File: src/rtl/monitor_temperatura_multicanal_pkg.sv
// Shared encodings for the multichannel temperature monitor.
// Latency: n/a (types and constants only).
// Backpressure: n/a.
package monitor_temp_pkg;

    typedef logic [1:0] estado_t;

    localparam estado_t NORMAL   = 2'd0;
    localparam estado_t SUSPEITO = 2'd1;
    localparam estado_t ALARME   = 2'd2;
    localparam estado_t RETORNO  = 2'd3;

    localparam int CNT_W  = 4;
    localparam int FO_W   = 4;
    localparam int MAX_CH = 16;

    // Lowest set bit wins, so simultaneous risers report the smallest channel.
    function automatic logic [FO_W-1:0] primeiro_idx(input logic [MAX_CH-1:0] v);
        primeiro_idx = '0;
        for (int i = MAX_CH - 1; i >= 0; i--) begin
            if (v[i]) primeiro_idx = FO_W'(i);
        end
    endfunction

endpackage

File: src/rtl/monitor_temperatura_multicanal_if.sv
// Sensor bus, thresholds, operator ack and panel alarm outputs.
// Latency: n/a (wiring only).
// Backpressure: none; the sensor bus is sampled whenever amostra_valida is high.
interface monitor_temperatura_multicanal_if #(
    parameter int N_CH = 7,
    parameter int W    = 9
);
    import monitor_temp_pkg::*;

    logic                amostra_valida;
    logic [N_CH*W-1:0]   sens_temp;
    logic [N_CH*W-1:0]   limiar;
    logic                ack;
    logic [N_CH-1:0]     alarme_canal;
    logic [N_CH-1:0]     alarme_memorizado;
    logic                alarme_sonoro_temperatura;
    logic [FO_W-1:0]     primeiro_canal;
    logic                primeiro_valido;

    modport master (
        output amostra_valida, sens_temp, limiar, ack,
        input  alarme_canal, alarme_memorizado, alarme_sonoro_temperatura,
               primeiro_canal, primeiro_valido
    );

    modport slave (
        input  amostra_valida, sens_temp, limiar, ack,
        output alarme_canal, alarme_memorizado, alarme_sonoro_temperatura,
               primeiro_canal, primeiro_valido
    );

endinterface

File: src/rtl/monitor_temperatura_multicanal_canal.sv
// Per-channel debounce/hysteresis FSM for one temperature sensor.
// Latency: alarme rises/falls 1 clk after the DEB-th qualifying sample.
// Backpressure: none; cycles without amostra_valida freeze state and counter.
module canal_debounce_temp
    import monitor_temp_pkg::*;
#(
    parameter int W    = 9,
    parameter int DEB  = 3,
    parameter int HIST = 5
) (
    input  logic         clk,
    input  logic         rst_n,
    input  logic         amostra_valida,
    input  logic [W-1:0] temp,
    input  logic [W-1:0] limiar,
    output logic         alarme,
    output logic         alarme_nxt
);

    localparam logic [W:0]       HIST_W = (W + 1)'(HIST);
    localparam logic [CNT_W-1:0] DEB_C  = CNT_W'(DEB);

    estado_t          state_q, state_d;
    logic [CNT_W-1:0] cnt_q, cnt_d, cnt_inc;
    logic             excede, limpa;

    assign excede  = temp >= limiar;
    // One extra bit keeps temp + HIST from wrapping; limiar <= HIST never clears.
    assign limpa   = ({1'b0, temp} + HIST_W) < {1'b0, limiar};
    assign cnt_inc = cnt_q + CNT_W'(1);

    always_comb begin
        state_d = state_q;
        cnt_d   = cnt_q;
        if (amostra_valida) begin
            case (state_q)
                NORMAL: begin
                    cnt_d = '0;
                    if (excede) begin
                        if (DEB_C == CNT_W'(1)) state_d = ALARME;
                        else begin
                            state_d = SUSPEITO;
                            cnt_d   = CNT_W'(1);
                        end
                    end
                end
                SUSPEITO: begin
                    if (!excede) begin
                        state_d = NORMAL;
                        cnt_d   = '0;
                    end else if (cnt_inc == DEB_C) begin
                        state_d = ALARME;
                        cnt_d   = '0;
                    end else begin
                        cnt_d = cnt_inc;
                    end
                end
                ALARME: begin
                    cnt_d = '0;
                    if (limpa) begin
                        if (DEB_C == CNT_W'(1)) state_d = NORMAL;
                        else begin
                            state_d = RETORNO;
                            cnt_d   = CNT_W'(1);
                        end
                    end
                end
                RETORNO: begin
                    if (!limpa) begin
                        state_d = ALARME;
                        cnt_d   = '0;
                    end else if (cnt_inc == DEB_C) begin
                        state_d = NORMAL;
                        cnt_d   = '0;
                    end else begin
                        cnt_d = cnt_inc;
                    end
                end
                default: begin
                    state_d = NORMAL;
                    cnt_d   = '0;
                end
            endcase
        end
    end

    assign alarme_nxt = (state_d == ALARME) || (state_d == RETORNO);

    always_ff @(posedge clk or negedge rst_n) begin
        if (!rst_n) begin
            state_q <= NORMAL;
            cnt_q   <= '0;
            alarme  <= 1'b0;
        end else begin
            state_q <= state_d;
            cnt_q   <= cnt_d;
            alarme  <= alarme_nxt;
        end
    end

endmodule

File: src/rtl/monitor_temperatura_multicanal.sv
// Multichannel temperature monitor: per-channel debounce, latched alarms, ack, first-out.
// Latency: all outputs registered, 1 clk after the deciding sample.
// Backpressure: none; samples are consumed on every amostra_valida cycle.
module monitor_temperatura_multicanal
    import monitor_temp_pkg::*;
#(
    parameter int N_CH = 7,
    parameter int W    = 9,
    parameter int DEB  = 3,
    parameter int HIST = 5
) (
    input  logic clk,
    input  logic rst_n,
    monitor_temperatura_multicanal_if.slave bus
);

    logic [N_CH-1:0] canal_q, canal_d;
    logic [N_CH-1:0] mem_q, mem_d;
    logic            sonoro_q;
    logic [FO_W-1:0] primeiro_q;
    logic            primeiro_vld_q;

    for (genvar k = 0; k < N_CH; k++) begin : g_canal
        canal_debounce_temp #(
            .W    (W),
            .DEB  (DEB),
            .HIST (HIST)
        ) u_canal (
            .clk            (clk),
            .rst_n          (rst_n),
            .amostra_valida (bus.amostra_valida),
            .temp           (bus.sens_temp[k*W +: W]),
            .limiar         (bus.limiar[k*W +: W]),
            .alarme         (canal_q[k]),
            .alarme_nxt     (canal_d[k])
        );
    end

    // A channel going active sets its latch even if ack arrives the same cycle.
    always_comb begin
        mem_d = canal_d | (mem_q & ~({N_CH{bus.ack}} & ~canal_q));
    end

    always_ff @(posedge clk or negedge rst_n) begin
        if (!rst_n) begin
            mem_q          <= '0;
            sonoro_q       <= 1'b0;
            primeiro_q     <= '0;
            primeiro_vld_q <= 1'b0;
        end else begin
            mem_q    <= mem_d;
            sonoro_q <= |mem_d;
            if (mem_d == '0) begin
                primeiro_q     <= '0;
                primeiro_vld_q <= 1'b0;
            end else if (mem_q == '0) begin
                primeiro_q     <= primeiro_idx(MAX_CH'(mem_d));
                primeiro_vld_q <= 1'b1;
            end
        end
    end

    assign bus.alarme_canal              = canal_q;
    assign bus.alarme_memorizado         = mem_q;
    assign bus.alarme_sonoro_temperatura = sonoro_q;
    assign bus.primeiro_canal            = primeiro_q;
    assign bus.primeiro_valido           = primeiro_vld_q;

endmodule

File: src/flat_wrapper.sv
// flat-port wrapper written by rule: the top's interface ports become plain ports
module monitor_temperatura_multicanal_flat import monitor_temp_pkg::*;
#(
    parameter int N_CH = 7,
    parameter int W    = 9,
    parameter int DEB  = 3,
    parameter int HIST = 5
)
  (clk, rst_n, bus_amostra_valida, bus_sens_temp, bus_limiar, bus_ack, bus_alarme_canal, bus_alarme_memorizado, bus_alarme_sonoro_temperatura, bus_primeiro_canal, bus_primeiro_valido);
  monitor_temperatura_multicanal_if #(.N_CH(N_CH), .W(W)) bus_i ();
  input  logic clk;
  input  logic rst_n;
  input wire logic [$bits(bus_i.amostra_valida)-1:0] bus_amostra_valida;
  input wire logic [$bits(bus_i.sens_temp)-1:0] bus_sens_temp;
  input wire logic [$bits(bus_i.limiar)-1:0] bus_limiar;
  input wire logic [$bits(bus_i.ack)-1:0] bus_ack;
  output wire logic [$bits(bus_i.alarme_canal)-1:0] bus_alarme_canal;
  output wire logic [$bits(bus_i.alarme_memorizado)-1:0] bus_alarme_memorizado;
  output wire logic [$bits(bus_i.alarme_sonoro_temperatura)-1:0] bus_alarme_sonoro_temperatura;
  output wire logic [$bits(bus_i.primeiro_canal)-1:0] bus_primeiro_canal;
  output wire logic [$bits(bus_i.primeiro_valido)-1:0] bus_primeiro_valido;
  assign bus_i.amostra_valida = bus_amostra_valida;
  assign bus_i.sens_temp = bus_sens_temp;
  assign bus_i.limiar = bus_limiar;
  assign bus_i.ack = bus_ack;
  assign bus_alarme_canal = bus_i.alarme_canal;
  assign bus_alarme_memorizado = bus_i.alarme_memorizado;
  assign bus_alarme_sonoro_temperatura = bus_i.alarme_sonoro_temperatura;
  assign bus_primeiro_canal = bus_i.primeiro_canal;
  assign bus_primeiro_valido = bus_i.primeiro_valido;
  monitor_temperatura_multicanal #(.N_CH(N_CH), .W(W), .DEB(DEB), .HIST(HIST)) u_core (.clk(clk), .rst_n(rst_n), .bus(bus_i));
endmodule
File: config.mk
export PLATFORM = sky130hd
export DESIGN_NAME = monitor_temperatura_multicanal_flat
export DESIGN_NICKNAME = d
export VERILOG_FILES = /design/src/rtl/monitor_temperatura_multicanal_pkg.sv /design/src/rtl/monitor_temperatura_multicanal_if.sv /design/src/rtl/monitor_temperatura_multicanal_canal.sv /design/src/rtl/monitor_temperatura_multicanal.sv /design/src/flat_wrapper.sv
export SDC_FILE = /design/constraint.sdc
export NUM_CORES = 1
export LEC_CHECK = 0
export ABC_AREA = 1
export BUFFER_PORTS_ARGS = -buffer_cell sky130_fd_sc_hd__clkbuf_2
export CORE_MARGIN = 1.5
export CORE_UTILIZATION = 63
export CTS_CLUSTER_SIZE = 40
export DETAILED_ROUTE_END_ITERATION = 6
export HOLD_SLACK_MARGIN = 0.03
export PLACE_DENSITY = 0.91
export SLEW_MARGIN = 10
export SYNTH_ARGS = -nofsm -noshare
export SYNTH_HDL_FRONTEND = slang
export SYNTH_SLANG_ARGS = --single-unit
File: constraint.sdc
create_clock -name clk -period 3.7 [get_ports clk]
set_input_delay 0.185 -clock clk [delete_from_list [all_inputs] [get_ports clk]]
set_output_delay 0.185 -clock clk [all_outputs]
set_load 0.005 [all_outputs]
==> reports/summary.md, run 1 <==
* **number of optimization iterations in the first detailed-route pass** 6
* **violation count after the first detailed-routing iteration** 345
* **H-tree lvl count** 3
* **met3 track demand over resource** 3.97%
* **drt via density** 5.17
* **most used cell along the critical path** sky130_fd_sc_hd__nand2_1
* **worst endpoint required time** 3960 ps
* **Final Cycle Share** 67.9%
* **ratio of cells with drive above 1 in the final layout** 17.6%
* **highest cell delay on the worst timing path** 330 ps
* **clock root buffer master** sky130_fd_sc_hd__clkbuf_16
* **hpwl dp** 14100 um
* **cell chain of the critical path** clkbuf_2 > ha_1 > o21ai_0 > nor2_1 > nand2_1 > xor2_1 > inv_1 > ha_1 > nand2_1 > inv_1 > nand3_1 > nor2_1 > nor2_2 > nand2_1 > nand2_2 > nand2_2 > nor2_2 > nand2_1 > nor2_2 > nand2_4 > nand2_2 > nand3_1 > nand2_1
* **initial core utilization** 64.3%
* **setup repair after global routing missed its margin** false
* **Syn Inst Count** 1174
* **area growth from synthesis to layout** 15.3%
* **met2 track demand over resource** 49.9%
* **sequential cell area fraction in the yosys report** 19.0%
* **combinational power share** 39.1%
* **wire length reported by the detailed router** 17500 um
* **Setup crit end** u_core.bus.primeiro_canal[0]
* **post-route worst setup slack** 1190 ps
* **Hold Path Class** input port to flip-flop
* **most common cell after layout, fill and taps aside** sky130_fd_sc_hd__nand2_1
* **number of sinks handled by clock tree synthesis** 61
* **DR WL/cell** 11.7 um
* **cell area after synthesis** 0.00804 mm^2
* **latest clock arrival within the worst-skew pair** 330 ps
* **clk_skew** 6.24 ps
* **GRT Total Usage** 27.1%
* **wire length of the first global-routing pass** 29900 um
* **count of cell instances traversed by the critical path** 23
* **sequential share of power** 30.4%
* **worst reg-to-reg path cell count** 17
* **Cell variety after synth** 38
* **worst IR drop on VDD** 0.185 mV
* **Hold Vio Cnt, Final** 0
* **Internal Dissipation** 1.87 mW
* **Top Family by Delay on Critical Path** simple AND/OR/NAND/NOR gates
* **clock tree from TritonCTS** done
* **Total Power Consumption** 2.98 mW
* **busiest metal layer after global routing** met2
* **Post-Place Worst Slack** 911 ps
* **Total Neg Setup Slack** 0 ps
* **antenna violations before repair** 0
* **worst-path fanout max** 6
* **Final Max Slew Viols** 0
* **floorplan die area** 0.0135 mm^2
* **MaxCap Viol Count** 0
* **Diodes inserted** 0
* **worst-margin pin slew** 936 ps
* **number of warning messages in the yosys log** 0
* **postcts setup bufs** 0
* **outcome** complete, no violations
* **CP arrival** 2780 ps
* **Boundary Pins** 150
* **Fmax achieved** 398 MHz
* **Final ANT Viol Nets** 0
* **cell with the biggest individual delay on the critical path** sky130_fd_sc_hd__o21ai_0
* **remaining global-route overflow** 0
* **met1 track demand over resource** 33.0%
* **Syn Nets** 1451
* **Inserted Clock Buffers** 9
* **last weighted congestion value of the routability-driven placer** 0.874
* **endpoints failing setup** 0
* **FF-to-FF End** u_core.bus.primeiro_canal[0]
* **CP Launch Type** input port
* **Net Switching** 1.12 mW
* **CP Capture Type** flip-flop
* **Chip Height** 116 um
* **most area-consuming cells after synthesis** sky130_fd_sc_hd__ha_1 23%, sky130_fd_sc_hd__dfrtp_1 19%, sky130_fd_sc_hd__nand2_1 13%
* **reg2reg setup slack** 1400 ps
* **post-route DRC violation count** 0
* **number of buffers between clock root and the deepest sink** 2
* **input/output buffers** 148
* **final core area utilization** 74.1%
* **leading cell types in the layout, fill and taps excluded** 287 x sky130_fd_sc_hd__nand2_1, 215 x sky130_fd_sc_hd__inv_1, 148 x sky130_fd_sc_hd__clkbuf_2, 147 x sky130_fd_sc_hd__ha_1, 109 x sky130_fd_sc_hd__nor2_1
* **leakage power of the design** 5.33 nW
* **Std-Cell Core Area** 0.0125 mm^2
* **proportion of power drawn by the clock network** 30.5%
* **total number of vias** 7743
* **number of rows created at floorplan** 41
* **launch point of the worst reg-to-reg path** u_core.g_canal[4].u_canal.cnt_q[0]
* **total power density per cell area** 322 mW/mm^2
* **share of the synthesized area in the top cell type** 22.9%
* **most area-hungry cell type in the Yosys netlist** sky130_fd_sc_hd__ha_1
* **timing startpoint of the critical path** bus_sens_temp[45]
* **shortest clock period the worst path allows after layout** 2510 ps
* **CTS clock-pin slew for the worst setup and hold paths** 50 ps
* **Synth Area per Inst** 6.85 um^2
* **vias in the first global route** 7255
* **buffer and inverter count on the worst path** 3
* **Horiz. Die Dim** 116 um
* **number of nets in the layout** 1599
* **maximum number of pins on one net before global-route repair** 38
* **critical path class** input port to flip-flop
* **relative slew slack** 37.6%
* **fraction of power spent switching nets** 37.4%
* **register bit count reported by yosys** 61
==> cell usage after synthesis <==
| cell type | instances |
|---|---|
| sky130_fd_sc_hd__a21oi_1 | 64 |
| sky130_fd_sc_hd__nor2_2 | 13 |
| sky130_fd_sc_hd__buf_4 | 8 |
| sky130_fd_sc_hd__o22ai_1 | 11 |
| sky130_fd_sc_hd__nand2_2 | 23 |
| sky130_fd_sc_hd__o211ai_1 | 11 |
| sky130_fd_sc_hd__nand3b_2 | 1 |
| sky130_fd_sc_hd__nand3b_4 | 1 |
| sky130_fd_sc_hd__a21o_1 | 3 |
| sky130_fd_sc_hd__o21ai_0 | 19 |
| sky130_fd_sc_hd__o31ai_1 | 4 |
| sky130_fd_sc_hd__xnor2_1 | 10 |
| sky130_fd_sc_hd__xor2_2 | 3 |
| sky130_fd_sc_hd__nand3_2 | 9 |
| sky130_fd_sc_hd__ha_1 | 147 |
| sky130_fd_sc_hd__nor3_1 | 6 |
| sky130_fd_sc_hd__inv_2 | 1 |
| sky130_fd_sc_hd__inv_1 | 215 |
| sky130_fd_sc_hd__nand2_4 | 4 |
| sky130_fd_sc_hd__clkbuf_1 | 6 |
| sky130_fd_sc_hd__buf_1 | 1 |
| sky130_fd_sc_hd__nor2_8 | 1 |
| sky130_fd_sc_hd__dfrtp_1 | 61 |
| sky130_fd_sc_hd__clkinv_1 | 1 |
| sky130_fd_sc_hd__o21bai_1 | 7 |
| sky130_fd_sc_hd__nand2_1 | 287 |
| sky130_fd_sc_hd__nor2_1 | 109 |
| sky130_fd_sc_hd__nand3_1 | 58 |
| sky130_fd_sc_hd__or2_2 | 1 |
| sky130_fd_sc_hd__nand3b_1 | 9 |
| sky130_fd_sc_hd__nor4_1 | 1 |
| sky130_fd_sc_hd__o21a_1 | 7 |
| sky130_fd_sc_hd__nor2_4 | 8 |
| sky130_fd_sc_hd__a32o_1 | 3 |
| sky130_fd_sc_hd__nand4_1 | 17 |
| sky130_fd_sc_hd__xor2_1 | 40 |
| sky130_fd_sc_hd__conb_1 | 1 |
| sky130_fd_sc_hd__nand4_2 | 3 |
==> layout make-up <==
type,count,area [um^2]
Inverter,217,815
Clock inverter,4,70.1
Fill cell,1003,3240
Clock buffer,12,256
Timing Repair Buffer,152,773
Tap cell,172,215
Sequential cell,61,1530
Multi-Input combinational cell,881,5620
==> power by group through the flow <==
stage / combinational (mW) / clock (mW) / sequential (mW)
finish: 1.17 / 0.911 / 0.908
global route: 1.35 / 0.955 / 0.926
CTS: 1.17 / 0.924 / 0.905
detailed placement: 1.15 / 0 / 0.912
global placement: 1.10 / 0 / 0.906
floorplan: 0.857 / 0 / 0.882
==> through the flow <==
step | area [um^2] | hold WS, ps | std cells
2_1_floorplan | 8040 | -111 | 1174
3_3_place_gp | 8940 | 347 | 1482
3_5_place_dp | 8940 | 360 | 1482
4_1_cts | 9270 | 421 | 1499
5_1_grt | 9270 | 484 | 1499
6_report | 9270 | 447 | 1499
==> worst register-to-register path, stage by stage (launching register included) <==
cell	delay, ps
sky130_fd_sc_hd__dfrtp_1	430
sky130_fd_sc_hd__ha_1	240
sky130_fd_sc_hd__xor2_1	180
sky130_fd_sc_hd__nor2_1	140
sky130_fd_sc_hd__nand2_2	100
sky130_fd_sc_hd__nand2_1	70
sky130_fd_sc_hd__nand2_1	70
sky130_fd_sc_hd__nor2_1	100
sky130_fd_sc_hd__nand2_1	60
sky130_fd_sc_hd__nand2_1	80
sky130_fd_sc_hd__nand2_2	80
sky130_fd_sc_hd__nor2_4	130
sky130_fd_sc_hd__nand2_1	80
sky130_fd_sc_hd__nor2_2	150
sky130_fd_sc_hd__nand2_4	90
sky130_fd_sc_hd__nand2_2	80
sky130_fd_sc_hd__nand3_1	80
sky130_fd_sc_hd__nand2_1	70
==> routing by layer <==
metal,up-vias,share of wire [%]
li1,4050,-
met1,3490,44
met2,175,51
met3,28,4.1
met4,0,1.5
met5,-,0
==> worst min path at each step <==
stage,from,slack [ps],depth (start not counted),end
2_1_floorplan,rst_n,-110,0,u_core.bus.alarme_memorizado[0]
3_3_place_gp,rst_n,350,1,u_core.g_canal[5].u_canal.cnt_q[2]
3_5_place_dp,rst_n,360,1,u_core.g_canal[5].u_canal.cnt_q[2]
4_1_cts,bus_ack,420,4,u_core.bus.alarme_memorizado[3]
5_1_grt,bus_ack,480,4,u_core.bus.alarme_memorizado[6]
6_report,bus_ack,450,4,u_core.bus.alarme_memorizado[6]
==> state kept, by name (all words and copies together) (netlist names) <==
signal                                flops
u_core.bus.alarme_sonoro_temperatura      1
u_core.g_canal.u_canal.alarme             7
u_core.bus.alarme_memorizado              7
u_core.bus.primeiro_canal                 3
u_core.g_canal.u_canal.cnt_q             28
u_core.bus.primeiro_valido                1
u_core.g_canal.u_canal.state_q           14
==> cells by family (layout without fill, tap and decap cells) <==
family,after synthesis,in the layout,synth area share (%)
other,1,1,0.0466
AO/OA/AOI/OAI,129,129,9.38
buffers and inverters,232,385,11.2
adder cells (fa/ha/maj),147,147,22.9
AND/OR/NAND/NOR,551,551,31.5
flip-flops,61,61,19.0
XOR/XNOR,53,53,6.05
==> repair_timing <==
action	CTS	global route
hold buffers	1	0
resized for setup	0	0
hold endpoints to repair	36	0
No activity file was read; power rests on OpenSTA's default activity.
==> run 2: changes to the inputs <==
CORE_UTILIZATION = 52   (was 63)
PLACE_DENSITY = 0.8   (was 0.91)
clock period = 2.2 ns   (was 3.7 ns; I/O delays follow)
==> run 2 against run 1 <==
Effect of this change: largest cell class unchanged; power grew 74%; global-route usage down 4.4 points; die area grew 21%; the flow now finishes with violations (negative setup slack); non-clock buffer count grew 114; largest power group unchanged; critical endpoint unchanged.
==> reports/summary.md, run 2 (synthesized netlist as in run 1, its figures left out) <==
* **outcome** finished, violations left
* **violated checks** negative setup slack
* **drt via density** 4.99, -3.3%
* **number of rows created at floorplan** 45, +9.8%
* **worst-margin pin slew** 757 ps, -179 ps
* **GRT Total Usage** 22.7%, -4.4 points
* **clk_skew** 8.02 ps, +1.78 ps
* **cell with the biggest individual delay on the critical path** sky130_fd_sc_hd__dfrtp_2
* **number of sinks handled by clock tree synthesis** 61, unchanged
* **Post-Place Worst Slack** -384 ps, -1300 ps
* **leakage power of the design** 5.90 nW, +11%
* **worst endpoint required time** 2460 ps, -1500 ps
* **Horiz. Die Dim** 127 um, +9.8%
* **number of optimization iterations in the first detailed-route pass** 7, +1
* **total number of vias** 8129, +5.0%
* **clock root buffer master** sky130_fd_sc_hd__clkbuf_16
* **Final Max Slew Viols** 0, unchanged
* **Hold Vio Cnt, Final** 0, unchanged
* **Std-Cell Core Area** 0.0151 mm^2, +21%
* **highest cell delay on the worst timing path** 430 ps, +100 ps
* **antenna violations before repair** 0, unchanged
* **worst reg-to-reg path cell count** 17, unchanged
* **most common cell after layout, fill and taps aside** sky130_fd_sc_hd__nand2_1
* **ratio of cells with drive above 1 in the final layout** 27.8%, +10 points
* **maximum number of pins on one net before global-route repair** 62, +63%
* **Final Cycle Share** 102%
* **biggest regs** u_core.g_canal.u_canal.cnt_q x28, u_core.g_canal.u_canal.state_q x14
* **Diodes inserted** 0, unchanged
* **number of buffers between clock root and the deepest sink** 2, unchanged
* **Total Power Consumption** 5.20 mW, +74%
* **post-route worst setup slack** -49.6 ps, -1240 ps
* **wire length reported by the detailed router** 18800 um, +7.5%
* **critical path class** flip-flop to flip-flop
* **timing startpoint of the critical path** u_core.g_canal[1].u_canal.cnt_q[0]
* **floorplan die area** 0.0162 mm^2, +21%
* **Largest Register** u_core.g_canal.u_canal.cnt_q
* **H-tree lvl count** 3, unchanged
* **Boundary Pins** 150, unchanged
* **hpwl dp** 15000 um, +5.9%
* **CP arrival** 2510 ps, -270 ps
* **CP Launch Type** flip-flop
* **number of nets in the layout** 1713, +7.1%
* **Hold Path Class** input port to flip-flop
* **last weighted congestion value of the routability-driven placer** 0.866, -0.89%
* **Setup crit end** u_core.bus.primeiro_canal[0]
* **wire length of the first global-routing pass** 31100 um, +4.1%
* **MaxCap Viol Count** 0, unchanged
* **FF-to-FF End** u_core.bus.primeiro_canal[0]
* **CP Capture Type** flip-flop
* **Inserted Clock Buffers** 9, unchanged
* **launch point of the worst reg-to-reg path** u_core.g_canal[1].u_canal.cnt_q[0]
* **violation count after the first detailed-routing iteration** 375, +8.7%
* **cell chain of the critical path** ha_2 > xor2_1 > nor2_1 > nand2_2 > nand2_1 > nand2_1 > nor2_1 > nand2_1 > nand2_2 > nand2_4 > nor2_8 > nand2_4 > nor2_4 > nand2_4 > nand2_4 > nand3_2 > nand2_1
* **relative slew slack** 49.5%, +12 points
* **remaining global-route overflow** 0, unchanged
* **number of flip-flops in the largest register** 28, unchanged
* **endpoints failing setup** 3, +3
* **CTS clock-pin slew for the worst setup and hold paths** 60 ps, about the same
* **input/output buffers** 148, unchanged
* **vias in the first global route** 7601, +4.8%
* **total power density per cell area** 500 mW/mm^2, +55%
* **DR WL/cell** 11.6 um, -1.0%
* **reg2reg setup slack** -50 ps, -1450 ps
* **post-route DRC violation count** 0, unchanged
* **initial core utilization** 53.1%, -11 points
* **clock tree from TritonCTS** done
* **Final ANT Viol Nets** 0, unchanged
* **setup repair after global routing missed its margin** true
* **worst IR drop on VDD** 0.343 mV, +85%
* **Fmax achieved** 445 MHz
* **Chip Height** 127 um, +9.8%
* **latest clock arrival within the worst-skew pair** 320 ps, about the same
* **worst-path fanout max** 6, unchanged
* **shortest clock period the worst path allows after layout** 2250 ps
* **leading cell types in the layout, fill and taps excluded** 272 x sky130_fd_sc_hd__nand2_1, 215 x sky130_fd_sc_hd__inv_1, 147 x sky130_fd_sc_hd__clkbuf_2, 132 x sky130_fd_sc_hd__ha_1, 116 x sky130_fd_sc_hd__buf_4
* **area growth from synthesis to layout** 29.3%
==> run 2: through the flow <==
stage	setup TNS, ps	instances	utilization (%)	hold WS, ps	area (um^2)
finish	-126	1628	68.7	293	10400
global route	-665	1628	68.7	310	10400
CTS	0	1609	66.1	293	10000
detailed placement	-2400	1585	63.5	320	9620
global placement	-1150	1585	63.5	321	9620
floorplan	0	1174	-	-186	8040
==> run 2: cell type report <==
type	count	area, um^2
Tap cell	188	235
Inverter	217	815
Timing Repair Buffer	266	1640
Sequential cell	61	1530
Multi-Input combinational cell	881	5900
Clock buffer	9	225
Clock inverter	6	55.1
Fill cell	1259	4740
==> run 2: what timing repair did <==
item	4_1_cts	5_1_grt
setup endpoints to repair	3	8
hold buffers	1	0
resized for setup	12	57
pin swaps	1	45
endpoints found under the hold margin	61	0
buffers inserted	8	19
==> run 2: how the worst min path moves through the flow <==
| stage | cells past startpoint | end | startpoint |
|---|---|---|---|
| floorplan | 0 | u_core.bus.alarme_memorizado[0] | rst_n |
| global placement | 2 | u_core.g_canal[2].u_canal.state_q[0] | rst_n |
| detailed placement | 2 | u_core.g_canal[2].u_canal.state_q[0] | rst_n |
| CTS | 4 | u_core.g_canal[6].u_canal.cnt_q[2] | bus_amostra_valida |
| global route | 4 | u_core.g_canal[5].u_canal.cnt_q[2] | bus_amostra_valida |
| finish | 4 | u_core.g_canal[6].u_canal.cnt_q[2] | bus_amostra_valida |
==> run 2: critical path, delay by kind of cell (launching register included) <==
kind	cells	cell delay, ps
AND/OR/NAND/NOR	15	1390
flip-flops	1	430
adder cells (fa/ha/maj)	1	200
XOR/XNOR	1	170
==> run 2: layer usage <==
metal / global-route usage [%] / wire [um] / up-vias
met5: 0 / 0 / -
met2: 42.6 / 9400 / 163
met3: 2.35 / 696 / 32
met1: 26.9 / 8270 / 3658
met4: 7.29 / 474 / 0
li1: - / - / 4276
==> run 2: where the power goes <==
part	internal [mW]	total, mW	switching [mW]
combinational	1.06	2.36	1.31
sequential	1.31	1.50	0.193
clock	0.858	1.33	0.477
total	3.22	5.20	1.98
==> run 3: changes to the inputs <==
ABC_AREA = not set   (was 1)
CORE_UTILIZATION = 51   (was 52)
==> run 3 against run 2 <==
Effect of this change: critical path type is now input port to flip-flop; highest routed layer unchanged; the run still ends with negative setup slack left; non-clock buffer count rose by 45; fmax shrank 13%; worst setup slack lost 330 ps; core utilization is 5.8 points higher; largest cell class unchanged; die area is 10% lower; critical path depth decreased by 4.
==> reports/summary.md, run 3 <==
* **outcome** finished, violations left
* **violated checks** negative setup slack
* **Cell variety after synth** 71, +87%
* **buffer and inverter count on the worst path** 1, +1
* **list of most frequent post-synthesis cells** 147 x sky130_fd_sc_hd__ha_1, 105 x sky130_fd_sc_hd__inv_1, 67 x sky130_fd_sc_hd__o21ai_0
* **Top Family by Delay on Critical Path** compound AO/OA/AOI/OAI gates
* **worst-path fanout max** 5, -1
* **number of optimization iterations in the first detailed-route pass** 5, -2
* **layout filler cell count** 935, -26%
* **DR WL/cell** 14.6 um, +26%
* **cell with the biggest individual delay on the critical path** sky130_fd_sc_hd__a311o_1
* **violation count after the first detailed-routing iteration** 270, -28%
* **most area-consuming cells after synthesis** sky130_fd_sc_hd__ha_1 26%, sky130_fd_sc_hd__dfrtp_1 22%, sky130_fd_sc_hd__inv_1 5.6%
* **total number of vias** 7258, -11%
* **Chip Height** 121 um, -5.2%
* **Placed Area** 0.00919 mm^2, -4.5%
* **worst endpoint required time** 2400 ps, -60 ps
* **maximum number of pins on one net before global-route repair** 62, unchanged
* **Hold Path Class** input port to flip-flop
* **leakage power of the design** 5.16 nW, -13%
* **most common cell in the netlist** sky130_fd_sc_hd__ha_1
* **largest family of logic cells by synthesized area** adder cells
* **most area-hungry cell type in the Yosys netlist** sky130_fd_sc_hd__ha_1
* **Fmax achieved** 387 MHz, -13%
* **Synth Area in Compound Gates** 22.4%, +13 points
* **number of sinks handled by clock tree synthesis** 61, unchanged
* **Internal Dissipation** 3.55 mW, +10%
* **post-route worst setup slack** -382 ps, -333 ps
* **number of buffers between clock root and the deepest sink** 2, unchanged
* **register bit count reported by yosys** 61, unchanged
* **multiplexer area fraction after synthesis** 0.159%, +0.16 points
* **number of rows created at floorplan** 42, -6.7%
* **area growth from synthesis to layout** 41.0%
* **number of nets in the layout** 1404, -18%
* **final core area utilization** 74.4%, +5.8 points
* **CP arrival** 2790 ps, +280 ps
* **vias in the first global route** 7127, -6.2%
* **input/output buffers** 148, unchanged
* **floorplan die area** 0.0146 mm^2, -10%
* **Diodes inserted** 0, unchanged
* **Final Max Slew Viols** 0, unchanged
* **Largest Register** u_core.g_canal.u_canal.cnt_q
* **CTS clock-pin slew for the worst setup and hold paths** 50 ps, about the same
* **share of the synthesized netlist area taken by xor and xnor gates** 6.81%, +0.76 points
* **Synth Area per Inst** 8.63 um^2, +26%
* **hpwl dp** 14000 um, -6.6%
* **endpoints failing setup** 15, +12
* **Hold Vio Cnt, Final** 0, unchanged
* **Net Switching** 1.79 mW, -9.2%
* **Finished Layout Cells** 1308, -20%
* **placed insts** 1276, -19%
* **cell area after synthesis** 0.00708 mm^2, -12%
* **MaxCap Viol Count** 0, unchanged
* **Final ANT Viol Nets** 0, unchanged
* **simple-gate portion of the synthesized area** 16.1%, -15 points
* **Boundary Pins** 150, unchanged
* **wire length reported by the detailed router** 19100 um, +1.6%
* **leading cell types in the layout, fill and taps excluded** 154 x sky130_fd_sc_hd__buf_4, 139 x sky130_fd_sc_hd__ha_1, 133 x sky130_fd_sc_hd__clkbuf_2, 105 x sky130_fd_sc_hd__inv_1, 61 x sky130_fd_sc_hd__dfrtp_1
* **total power density per cell area** 535 mW/mm^2, +7.1%
* **setup repair after global routing missed its margin** true
* **number of flip-flops in the largest register** 28, unchanged
* **shortest clock period the worst path allows after layout** 2580 ps, +333 ps
* **fraction of power spent switching nets** 33.6%, -4.4 points
* **latest clock arrival within the worst-skew pair** 320 ps, about the same
* **clock root buffer master** sky130_fd_sc_hd__clkbuf_16
* **cell chain of the critical path** buf_6 > nand4_1 > nor2_2 > xor2_1 > ha_1 > a211o_1 > a21oi_2 > a31oi_1 > a311o_1 > o31a_4 > nand4b_1 > nand4bb_4 > a21boi_2
* **critical path class** input port to flip-flop
* **Syn Nets** 1097, -24%
* **CP Capture Type** flip-flop
* **highest cell delay on the worst timing path** 320 ps, -110 ps
* **drt via density** 5.55, +11%
* **Horiz. Die Dim** 121 um, -5.2%
* **ratio of cells with drive above 1 in the final layout** 36.0%, +8.1 points
* **Final Instance Area** 0.00998 mm^2, -4.1%
* **sequential cell area fraction in the yosys report** 21.6%, +2.6 points
* **sequential share of power** 27.5%, -1.4 points
* **GRT Total Usage** 25.0%, +2.3 points
* **arithmetic-cell share of the synthesized area counting full adders, half adders and majority gates** 26.0%, +3.1 points
* **Std-Cell Core Area** 0.0134 mm^2, -12%
* **worst IR drop on VDD** 0.400 mV, +16%
* **H-tree lvl count** 3, unchanged
* **clk_skew** 3.64 ps, -4.38 ps
* **prevailing post-synth register cell** sky130_fd_sc_hd__dfrtp_1
* **Syn Inst Count** 820, -30%
* **initial core utilization** 52.8%, -0.30 points
* **biggest regs** u_core.g_canal.u_canal.cnt_q x28, u_core.g_canal.u_canal.state_q x14
* **proportion of power drawn by the clock network** 30.1%, +4.4 points
* **share of the synthesized area in the top cell type** 26.0%, +3.1 points
* **wire length of the first global-routing pass** 30300 um, -2.5%
* **CP Launch Type** input port
* **clock tree from TritonCTS** done
* **share of flip-flops with an asynchronous set or reset** 100%, unchanged
* **remaining global-route overflow** 0, unchanged
* **most common cell after layout, fill and taps aside** sky130_fd_sc_hd__buf_4
* **antenna violations before repair** 0, unchanged
* **Inserted Clock Buffers** 9, unchanged
* **number of warning messages in the yosys log** 0, unchanged
* **post-route DRC violation count** 0, unchanged
* **Total Neg Setup Slack** -2800 ps, -2680 ps
* **Post-synth EDFFs** 0, unchanged
* **Final Cycle Share** 117%, +15 points
* **last weighted congestion value of the routability-driven placer** 0.916, +5.8%
* **combinational power share** 42.4%, -3.0 points
* **Post-Place Worst Slack** -655 ps, -270 ps
-- run 3: cell types whose count changed after synthesis, sizes merged, moves of 27 or more --
cell   before  now
inv       216  105
nor2      131   30
nand2     314   37
o21ai      19   69
xnor2      10   39
xor2       43   16
-- run 3: worst register-to-register path, stage by stage, from the launching register on --
cell and delay, ps:
sky130_fd_sc_hd__dfrtp_1 410, sky130_fd_sc_hd__ha_2 220, sky130_fd_sc_hd__or4b_4 520, sky130_fd_sc_hd__o31ai_4 90, sky130_fd_sc_hd__nand3_4 130, sky130_fd_sc_hd__o31a_4 370
sky130_fd_sc_hd__nand4b_1 240, sky130_fd_sc_hd__nand4bb_4 270, sky130_fd_sc_hd__a21boi_2 180
-- run 3: cell families after synthesis --
family / after synthesis
AND/OR/NAND/NOR: 206
multiplexers: 1
other: 1
XOR/XNOR: 55
adder cells (fa/ha/maj): 147
buffers and inverters: 120
flip-flops: 61
AO/OA/AOI/OAI: 229
-- run 3: layout make-up --
cell class / count / area, um^2 / area share, %
clock buffers: 13 / 280 / 2.81
clock inverters: 3 / 65.1 / 0.652
inverters: 105 / 394 / 3.95
multi-input cells: 639 / 5400 / 54.1
flip-flops and latches: 61 / 1530 / 15.3
well taps: 176 / 220 / 2.21
repair buffers: 311 / 2090 / 21.0
-- run 3: power groups by stage --
stage	combinational, mW	clock (mW)	sequential, mW
after floorplan	1.16	0	1.46
after global placement	1.95	0	1.46
after detailed placement	2.02	0	1.47
after CTS	2.15	1.62	1.46
after global routing	2.51	1.68	1.49
final	2.27	1.61	1.47
-- run 3: worst paths after layout --
kind | endpoint | cells past startpoint | start | slack, ps
worst max-delay path | u_core.bus.primeiro_valido | 13 | bus_sens_temp[48] | -380
worst min-delay path | u_core.bus.alarme_memorizado[2] | 3 | bus_ack | 200
worst max register to register | u_core.bus.primeiro_valido | 8 | u_core.g_canal[5].u_canal.cnt_q[1] | -350
worst min register to register | u_core.g_canal[6].u_canal.cnt_q[2] | 1 | u_core.g_canal[6].u_canal.cnt_q[2] | 540
max in group asynchronous | u_core.g_canal[0].u_canal.alarme | 3 | rst_n | 1580
min in group asynchronous | u_core.g_canal[5].u_canal.cnt_q[2] | 3 | rst_n | 330
-- run 3: what timing repair did --
item,in CTS,in global routing
setup endpoints to repair,20,33
hold buffers,1,0
setup buffers,5,10
pin swaps,6,26
hold endpoints to repair,61,0
gates resized for setup,14,70
-- run 3: metal layers --
layer | GRT usage [%] | up-vias | share of wire [%]
li1 | - | 3596 | -
met1 | 29.0 | 3410 | 41
met2 | 46.0 | 196 | 51
met3 | 3.68 | 56 | 4.4
met4 | 9.85 | 0 | 3.2
met5 | 0 | - | 0
-- run 3: metrics by stage --
stage | hold slack (ps) | power (mW)
detailed placement | 143 | 3.49
finish | 205 | 5.34
CTS | 188 | 5.23
global placement | 159 | 3.41
floorplan | -186 | 2.62
global route | 205 | 5.68
